[src/rtl/mips_pkg.sv]
// Shared definitions for the MIPS front end.
//   word_t           32-bit machine word
//   fetch_state_t    fetch FSM states (BOOT / ISSUE / HOLD)
//   MIPS_NOP         canonical NOP encoding (sll $0,$0,0)
//   DEFAULT_RESET_PC default PC after reset
//   align_word()     forces a byte address onto a word boundary
package mips_pkg;

    typedef logic [31:0] word_t;

    typedef enum logic [1:0] {
        FETCH_BOOT  = 2'd0,
        FETCH_ISSUE = 2'd1,
        FETCH_HOLD  = 2'd2
    } fetch_state_t;

    localparam word_t MIPS_NOP         = 32'h0000_0000;
    localparam word_t DEFAULT_RESET_PC = 32'h0000_0000;

    function automatic word_t align_word(input word_t addr);
        return {addr[31:2], 2'b00};
    endfunction

endpackage

[src/rtl/fetch_stage_if.sv]
// Instruction-memory request/acknowledge bus.
//   req    fetch request (fetch -> memory)
//   addr   word address of the fetch (fetch -> memory)
//   ack    rdata holds the requested instruction (memory -> fetch)
//   rdata  instruction word (memory -> fetch)
// Modports: master = fetch stage, slave = instruction memory.
interface fetch_stage_if;
    logic        req;
    logic [31:0] addr;
    logic        ack;
    logic [31:0] rdata;

    modport master (output req, output addr, input ack, input rdata);
    modport slave  (input req, input addr, output ack, output rdata);
endinterface

[src/rtl/fetch_hold_buf.sv]
// One-entry skid register for a fetched instruction that could not enter
// IF/ID because the pipeline was stalled when the memory acknowledged.
//   clk, rst_n            clock, asynchronous active-low reset
//   load                  capture {load_pc, load_instr}
//   drain                 entry consumed, buffer becomes empty
//   clear                 discard the entry (flush); wins over load/drain
//   valid, buf_pc, buf_instr   stored entry
module fetch_hold_buf
    import mips_pkg::*;
(
    input  logic  clk,
    input  logic  rst_n,
    input  logic  load,
    input  logic  drain,
    input  logic  clear,
    input  word_t load_pc,
    input  word_t load_instr,
    output logic  valid,
    output word_t buf_pc,
    output word_t buf_instr
);

    logic  valid_reg;
    word_t pc_reg;
    word_t instr_reg;

    always_ff @(posedge clk or negedge rst_n) begin
        if (!rst_n) begin
            valid_reg <= 1'b0;
            pc_reg    <= '0;
            instr_reg <= '0;
        end else if (clear) begin
            valid_reg <= 1'b0;
        end else if (load) begin
            valid_reg <= 1'b1;
            pc_reg    <= load_pc;
            instr_reg <= load_instr;
        end else if (drain) begin
            valid_reg <= 1'b0;
        end
    end

    assign valid     = valid_reg;
    assign buf_pc    = pc_reg;
    assign buf_instr = instr_reg;

endmodule

[src/rtl/fetch_stage.sv]
// Instruction-fetch stage: PC register, imem req/ack handshake and the
// IF/ID pipeline register, controlled by the hazard unit (stall) and the
// branch unit (redirect).
//   clk, rst_n     clock, asynchronous active-low reset
//   next_pc        selected next PC from the PC mux (bits [1:0] ignored)
//   redirect       taken branch/jump: flushes the stage, loads next_pc
//   stall          hold IF/ID and freeze the PC
//   pc_out         current PC
//   imem           fetch_stage_if master: req/addr out, ack/rdata in
//   ifid_valid/pc/pc4/instr   IF/ID register (instr = NOP_INSTR on bubble)
// Optional feature macro FETCH_PERF_EN adds wrapping counters
//   perf_fetched (instructions written into IF/ID) and
//   perf_stall (cycles with stall=1 or an unacknowledged request).
module fetch_stage
    import mips_pkg::*;
#(
    parameter word_t RESET_PC  = DEFAULT_RESET_PC,
    parameter word_t NOP_INSTR = MIPS_NOP
) (
    input  logic          clk,
    input  logic          rst_n,
    input  word_t         next_pc,
    input  logic          redirect,
    input  logic          stall,
    output word_t         pc_out,
    fetch_stage_if.master imem,
    output logic          ifid_valid,
    output word_t         ifid_pc,
    output word_t         ifid_pc4,
    output word_t         ifid_instr
`ifdef FETCH_PERF_EN
    ,
    output logic [31:0]   perf_fetched,
    output logic [31:0]   perf_stall
`endif
);

    fetch_state_t state_reg, state_next;
    word_t        pc_reg, pc_next;
    logic         ifid_valid_reg, ifid_valid_next;
    word_t        ifid_pc_reg, ifid_pc_next;
    word_t        ifid_pc4_reg, ifid_pc4_next;
    word_t        ifid_instr_reg, ifid_instr_next;

    logic         buf_load, buf_drain, buf_clear;
    logic         buf_valid;
    word_t        buf_pc, buf_instr;

    fetch_hold_buf u_hold_buf (
        .clk        (clk),
        .rst_n      (rst_n),
        .load       (buf_load),
        .drain      (buf_drain),
        .clear      (buf_clear),
        .load_pc    (pc_reg),
        .load_instr (imem.rdata),
        .valid      (buf_valid),
        .buf_pc     (buf_pc),
        .buf_instr  (buf_instr)
    );

    always_ff @(posedge clk or negedge rst_n) begin
        if (!rst_n) begin
            state_reg      <= FETCH_BOOT;
            pc_reg         <= RESET_PC;
            ifid_valid_reg <= 1'b0;
            ifid_pc_reg    <= '0;
            ifid_pc4_reg   <= '0;
            ifid_instr_reg <= NOP_INSTR;
        end else begin
            state_reg      <= state_next;
            pc_reg         <= pc_next;
            ifid_valid_reg <= ifid_valid_next;
            ifid_pc_reg    <= ifid_pc_next;
            ifid_pc4_reg   <= ifid_pc4_next;
            ifid_instr_reg <= ifid_instr_next;
        end
    end

    always_comb begin
        state_next      = state_reg;
        pc_next         = pc_reg;
        ifid_valid_next = ifid_valid_reg;
        ifid_pc_next    = ifid_pc_reg;
        ifid_pc4_next   = ifid_pc4_reg;
        ifid_instr_next = ifid_instr_reg;
        buf_load        = 1'b0;
        buf_drain       = 1'b0;
        buf_clear       = 1'b0;

        if (redirect) begin
            // Flush beats stall and ack; any data arriving this cycle
            // belongs to the wrong path and is dropped.
            pc_next         = align_word(next_pc);
            ifid_valid_next = 1'b0;
            ifid_instr_next = NOP_INSTR;
            buf_clear       = 1'b1;
            state_next      = FETCH_ISSUE;
        end else begin
            unique case (state_reg)
                FETCH_BOOT: begin
                    state_next = FETCH_ISSUE;
                end
                FETCH_ISSUE: begin
                    if (imem.ack && !stall) begin
                        ifid_valid_next = 1'b1;
                        ifid_pc_next    = pc_reg;
                        ifid_pc4_next   = pc_reg + 32'd4;
                        ifid_instr_next = imem.rdata;
                        pc_next         = align_word(next_pc);
                    end else if (imem.ack) begin
                        // Data arrived while decode is stalled: park it so
                        // the memory is never asked twice for one word.
                        buf_load   = 1'b1;
                        state_next = FETCH_HOLD;
                    end else if (!stall) begin
                        ifid_valid_next = 1'b0;
                        ifid_instr_next = NOP_INSTR;
                    end
                end
                FETCH_HOLD: begin
                    if (!stall && buf_valid) begin
                        ifid_valid_next = 1'b1;
                        ifid_pc_next    = buf_pc;
                        ifid_pc4_next   = buf_pc + 32'd4;
                        ifid_instr_next = buf_instr;
                        buf_drain       = 1'b1;
                        pc_next         = align_word(next_pc);
                        state_next      = FETCH_ISSUE;
                    end
                end
                default: begin
                    state_next = FETCH_BOOT;
                end
            endcase
        end
    end

    assign pc_out     = pc_reg;
    assign imem.req   = (state_reg == FETCH_ISSUE);
    assign imem.addr  = pc_reg;
    assign ifid_valid = ifid_valid_reg;
    assign ifid_pc    = ifid_pc_reg;
    assign ifid_pc4   = ifid_pc4_reg;
    assign ifid_instr = ifid_instr_reg;

`ifdef FETCH_PERF_EN
    logic [31:0] perf_fetched_reg;
    logic [31:0] perf_stall_reg;
    logic        fetched_now;
    logic        stalled_now;

    assign fetched_now = !redirect && !stall &&
                         ((state_reg == FETCH_ISSUE && imem.ack) ||
                          (state_reg == FETCH_HOLD && buf_valid));
    assign stalled_now = stall || (state_reg == FETCH_ISSUE && !imem.ack);

    always_ff @(posedge clk or negedge rst_n) begin
        if (!rst_n) begin
            perf_fetched_reg <= '0;
            perf_stall_reg   <= '0;
        end else begin
            if (fetched_now) perf_fetched_reg <= perf_fetched_reg + 32'd1;
            if (stalled_now) perf_stall_reg   <= perf_stall_reg + 32'd1;
        end
    end

    assign perf_fetched = perf_fetched_reg;
    assign perf_stall   = perf_stall_reg;
`endif

endmodule

[src/flat_wrapper.sv]
// flat-port wrapper written by rule: the top's interface ports become plain ports
module fetch_stage_flat import mips_pkg::*;
#(
    parameter word_t RESET_PC  = DEFAULT_RESET_PC,
    parameter word_t NOP_INSTR = MIPS_NOP
)
  (clk, rst_n, next_pc, redirect, stall, pc_out, ifid_valid, ifid_pc, ifid_pc4, ifid_instr, imem_req, imem_addr, imem_ack, imem_rdata);
  fetch_stage_if imem_i ();
  input  logic clk;
  input  logic rst_n;
  input  word_t next_pc;
  input  logic redirect;
  input  logic stall;
  output word_t pc_out;
  output logic ifid_valid;
  output word_t ifid_pc;
  output word_t ifid_pc4;
  output word_t ifid_instr;
  output wire logic [$bits(imem_i.req)-1:0] imem_req;
  output wire logic [$bits(imem_i.addr)-1:0] imem_addr;
  input wire logic [$bits(imem_i.ack)-1:0] imem_ack;
  input wire logic [$bits(imem_i.rdata)-1:0] imem_rdata;
  assign imem_req = imem_i.req;
  assign imem_addr = imem_i.addr;
  assign imem_i.ack = imem_ack;
  assign imem_i.rdata = imem_rdata;
  fetch_stage #(.RESET_PC(RESET_PC), .NOP_INSTR(NOP_INSTR)) u_core (.clk(clk), .rst_n(rst_n), .next_pc(next_pc), .redirect(redirect), .stall(stall), .pc_out(pc_out), .imem(imem_i), .ifid_valid(ifid_valid), .ifid_pc(ifid_pc), .ifid_pc4(ifid_pc4), .ifid_instr(ifid_instr));
endmodule
[config.mk]
export PLATFORM = sky130hd
export DESIGN_NAME = fetch_stage_flat
export DESIGN_NICKNAME = d
export VERILOG_FILES = /design/src/rtl/mips_pkg.sv /design/src/rtl/fetch_stage_if.sv /design/src/rtl/fetch_hold_buf.sv /design/src/rtl/fetch_stage.sv /design/src/flat_wrapper.sv
export SDC_FILE = /design/constraint.sdc
export NUM_CORES = 1
export LEC_CHECK = 0
export ABC_AREA = 1
export CORE_ASPECT_RATIO = 1.1
export CORE_MARGIN = 3
export CORE_UTILIZATION = 50
export CTS_CLUSTER_SIZE = 12
export DETAILED_ROUTE_END_ITERATION = 12
export PLACE_DENSITY_LB_ADDON = 0.2
export REMOVE_ABC_BUFFERS = 1
export SLEW_MARGIN = 20
export SYNTH_ARGS = -nofsm -noshare
export SYNTH_HDL_FRONTEND = slang
export SYNTH_HIERARCHICAL = 1
export SYNTH_SLANG_ARGS = --single-unit
export TNS_END_PERCENT = 10
[constraint.sdc]
create_clock -name clk -period 3 [get_ports clk]
set_input_delay 0.3 -clock clk [delete_from_list [all_inputs] [get_ports clk]]
set_output_delay 0.3 -clock clk [all_outputs]
set_load 0.03 [all_outputs]
==> flow_metrics.env <==
export IMPL_maxSlewHeadroom=0.4876
export IMPL_diodes=0
export IMPL_p_leak_nw=5.901
export IMPL_final_area_mm2=0.01212
export IMPL_met1_length_um=10470
export IMPL_critPathCaptureType="flip-flop"
export IMPL_portBuffers=224
export IMPL_core_mm2=0.01799
export IMPL_rows=51
export IMPL_fin_setup_tns_ns=0
export IMPL_antenna_found_initial=0
export IMPL_grtUsageTotal=0.2555
export IMPL_pwr_density_cell_mw_per_mm2=695.0
export IMPL_timing_hold_ws_ns=0.4549
export IMPL_cts_root_buf="clkbuf_16"
export IMPL_grt_max_degree=85
export IMPL_clockBufferDepth=2
export IMPL_worstSetupStartpointType="flip-flop"
export IMPL_grt_setup_unrepaired="false"
export IMPL_via_per_inst=5.368
export IMPL_hold_viol_final=0
export IMPL_path_common_cell="nand2_1"
export IMPL_syn_inst=1124
export IMPL_critPathTopFamily="buffers and inverters"
export IMPL_initial_core_util=0.5174
export IMPL_dr_pass1_iters=6
export IMPL_finalClockSkew_ns=0.008033
export IMPL_cell_internal_pwr_mw=5.569
export IMPL_drv_slew=0
export IMPL_path_class="flip-flop to flip-flop"
export IMPL_gp_congestion=0.8558
export IMPL_die_w_um=136.1
export IMPL_min_period_over_period=0.8472
export IMPL_fp_dieH_um=149.1
export IMPL_clkPwrFrac=0.289
export IMPL_vdd_drop_max_v=0.0004026
export IMPL_grt_pass1_vias=8054
export IMPL_finalPower_mw=8.423
export IMPL_drv_cap=0
export IMPL_nNetsFinal=1358
export IMPL_fin_util=0.6735
export IMPL_swShare=0.3388
export IMPL_insertion_delay_ns=0.43
export IMPL_num_io_pins=231
export IMPL_ys_warn_count=6
export IMPL_ys_ff_latch=192
export IMPL_worstPathArrival_ns=2.90
export IMPL_grt_pass1_wl_um=41590
export IMPL_status="completed"
export IMPL_synth_area_per_cell_um2=8.283
export IMPL_vias=8262
export IMPL_cp_required_ns=3.36
export IMPL_cpPeakStageDelay_ns=0.60
export IMPL_ant_nets=0
export IMPL_ys_types=36
export IMPL_worstPathMaxFanout=66
export IMPL_synth_area_mm2=0.009310
export IMPL_placed_area_mm2=0.01147
export IMPL_crit_path_cell_trace="inv_2 > nand2_4 > buf_4 > nor2_1 > nand2_1 > nand2_1 > nor2_2 > buf_4 > o2111ai_1 > nand2_1"
export IMPL_tightest_slew_ns=0.7687
export IMPL_area_delta_synth_final_pct=30.17
export IMPL_setup_viol=0
export IMPL_top_layer="met4"
export IMPL_fmax_mhz=393.5
export IMPL_dp_hpwl_um=16480
export IMPL_clkSlewWorstSetupHoldPaths_ns=0.07
export IMPL_p_switching_mw=2.854
export IMPL_drc_errors=0
export IMPL_drive_gt1_frac=0.07763
export IMPL_drt_wl_total_um=25360
export IMPL_period_minus_slack_ns=2.542
export IMPL_ctsHoldBuffers=1
export IMPL_cts_buffers=17
export IMPL_cts_tree="yes"
export IMPL_grt_ovfl_total=0
export IMPL_dieArea_mm2=0.02030
export IMPL_ctsResizeCount=0
export IMPL_wl_per_cell_um=16.48
export IMPL_wl_met2_um=12540
export IMPL_drt_iter0_drc=644
export IMPL_post_cts_setup_buffers=0
export IMPL_h_tree_depth=4
export IMPL_critical_path_buf_inv_count=3
export IMPL_synth_yosys_seq_area_share=0.5161
export IMPL_slowest_stage="buf_4"
export IMPL_hp_class="input pin to flip-flop"
export IMPL_seq_power_share=0.412
export IMPL_combinationalPowerShare=0.299
export IMPL_route_met3_wl_um=1857
export IMPL_clock_sinks=192
## kinds of logic (layout without fill, tap and decap cells)
kind of cell             Yosys count  count (layout)  share of synthesized area
AO/OA/AOI/OAI                    110             110                    0.07741
flip-flops                       192             192                     0.5161
XOR/XNOR                           2               2                   0.001882
adder cells (fa/ha/maj)            1               1                   0.001344
AND/OR/NAND/NOR                  650             650                     0.2854
multiplexers                      30              30                    0.03629
buffers and inverters            138             310                    0.08117
other                              1               6                  0.0004028
## power groups by stage
stage | combinational, mW | clock, mW | sequential [mW]
after CTS | 2.54 | 2.49 | 3.47
final | 2.52 | 2.44 | 3.47
after floorplan | 0.708 | 0 | 4.14
after detailed placement | 2.53 | 0 | 3.51
after global routing | 2.72 | 2.60 | 3.54
after global placement | 2.48 | 0 | 3.49
## area by class of cell
type	instances	area, um^2
fill	1506	5876
sequential	192	4805
clock inverter	12	181.4
clock buffer	20	456.7
timing repair buffer	243	2454
multi-input combinational	799	3794
tap	238	297.8
inverter	35	131.4
## layer usage
| layer | up-vias | GRT usage |
|---|---|---|
| li1 | 3957 | - |
| met1 | 3946 | 0.3403 |
| met2 | 325 | 0.4249 |
| met3 | 34 | 0.05162 |
| met4 | 0 | 0.07510 |
| met5 | - | 0 |
## cell usage in the layout (no fill, tap or decap), types with 4 or more instances in the layout
| master | n |
|---|---|
| nand2_1 | 432 |
| clkdlybuf4s50_1 | 223 |
| dfrtp_1 | 192 |
| nand3_1 | 119 |
| nor2_1 | 75 |
| o21ai_0 | 54 |
| o2111ai_1 | 32 |
| inv_1 | 31 |
| mux2_2 | 30 |
| clkbuf_16 | 17 |
| buf_4 | 13 |
| nor2_2 | 7 |
| o211ai_1 | 7 |
| conb_1 | 6 |
| nor2_4 | 5 |
| nand4_1 | 5 |
| buf_12 | 5 |
| bufinv_16 | 4 |
| a31oi_1 | 4 |
## worst min-delay path: stages
cell and delay (ns):
clkdlybuf4s50_1 0.41, nand3_1 0.08, nand2_1 0.05
## Yosys cell counts
master	count	area, um^2
nor2_2	6	37.54
mux2_2	30	337.8
nor3_1	1	5.000
and2_1	1	6.260
buf_2	25	125.1
nand3_1	119	595.6
o21bai_1	2	15.01
nand2_2	2	12.51
o211ai_1	7	52.55
xnor2_1	1	8.760
clkinv_1	1	3.750
o2111ai_1	32	280.3
buf_1	3	11.26
inv_2	3	11.26
o21ai_1	2	10.01
o21a_1	1	7.510
inv_1	31	116.4
o31ai_1	2	15.01
nand2_4	1	11.26
o21ai_0	54	270.3
nor2_1	78	292.8
a22o_1	2	17.52
a31oi_1	4	25.02
clkbuf_1	22	82.58
nand2_1	433	1625
xor2_1	1	8.760
nor2_4	3	33.78
buf_4	51	382.9
buf_6	2	22.52
a22oi_1	3	22.52
a21oi_1	1	5.000
nand4_1	5	31.28
conb_1	1	3.750
ha_1	1	12.51
dfrtp_1	192	4805
or2_2	1	6.260
## final timing paths
path | startpoint | to | slack [ns] | cells after the start
max | u_core/state_reg[0]$_DFFE_PN0P_ | u_core/ifid_instr[17]$_DFFE_PN0P_ | 0.46 | 10
min | imem_rdata[24] | u_core/u_hold_buf/buf_instr[24]$_DFFE_PN0P_ | 0.45 | 3
max reg2reg | u_core/state_reg[0]$_DFFE_PN0P_ | u_core/ifid_instr[17]$_DFFE_PN0P_ | 0.46 | 10
min reg2reg | u_core/u_hold_buf/buf_pc[4]$_DFFE_PN0P_ | u_core/u_hold_buf/buf_pc[4]$_DFFE_PN0P_ | 0.47 | 2
max in group asynchronous | rst_n | u_core/u_hold_buf/buf_instr[17]$_DFFE_PN0P_ | 1.75 | 3
min in group asynchronous | rst_n | u_core/ifid_pc[7]$_DFFE_PN0P_ | 0.48 | 2
## metrics by stage
stage                     worst slack [ns]  std cells
after floorplan                     -1.478       1026
after global placement              0.5427       1506
after detailed placement            0.4988       1506
after CTS                           0.4593       1539
after global routing                0.2063       1539
final                               0.4584       1539
Power figures use the tool's default switching activity.
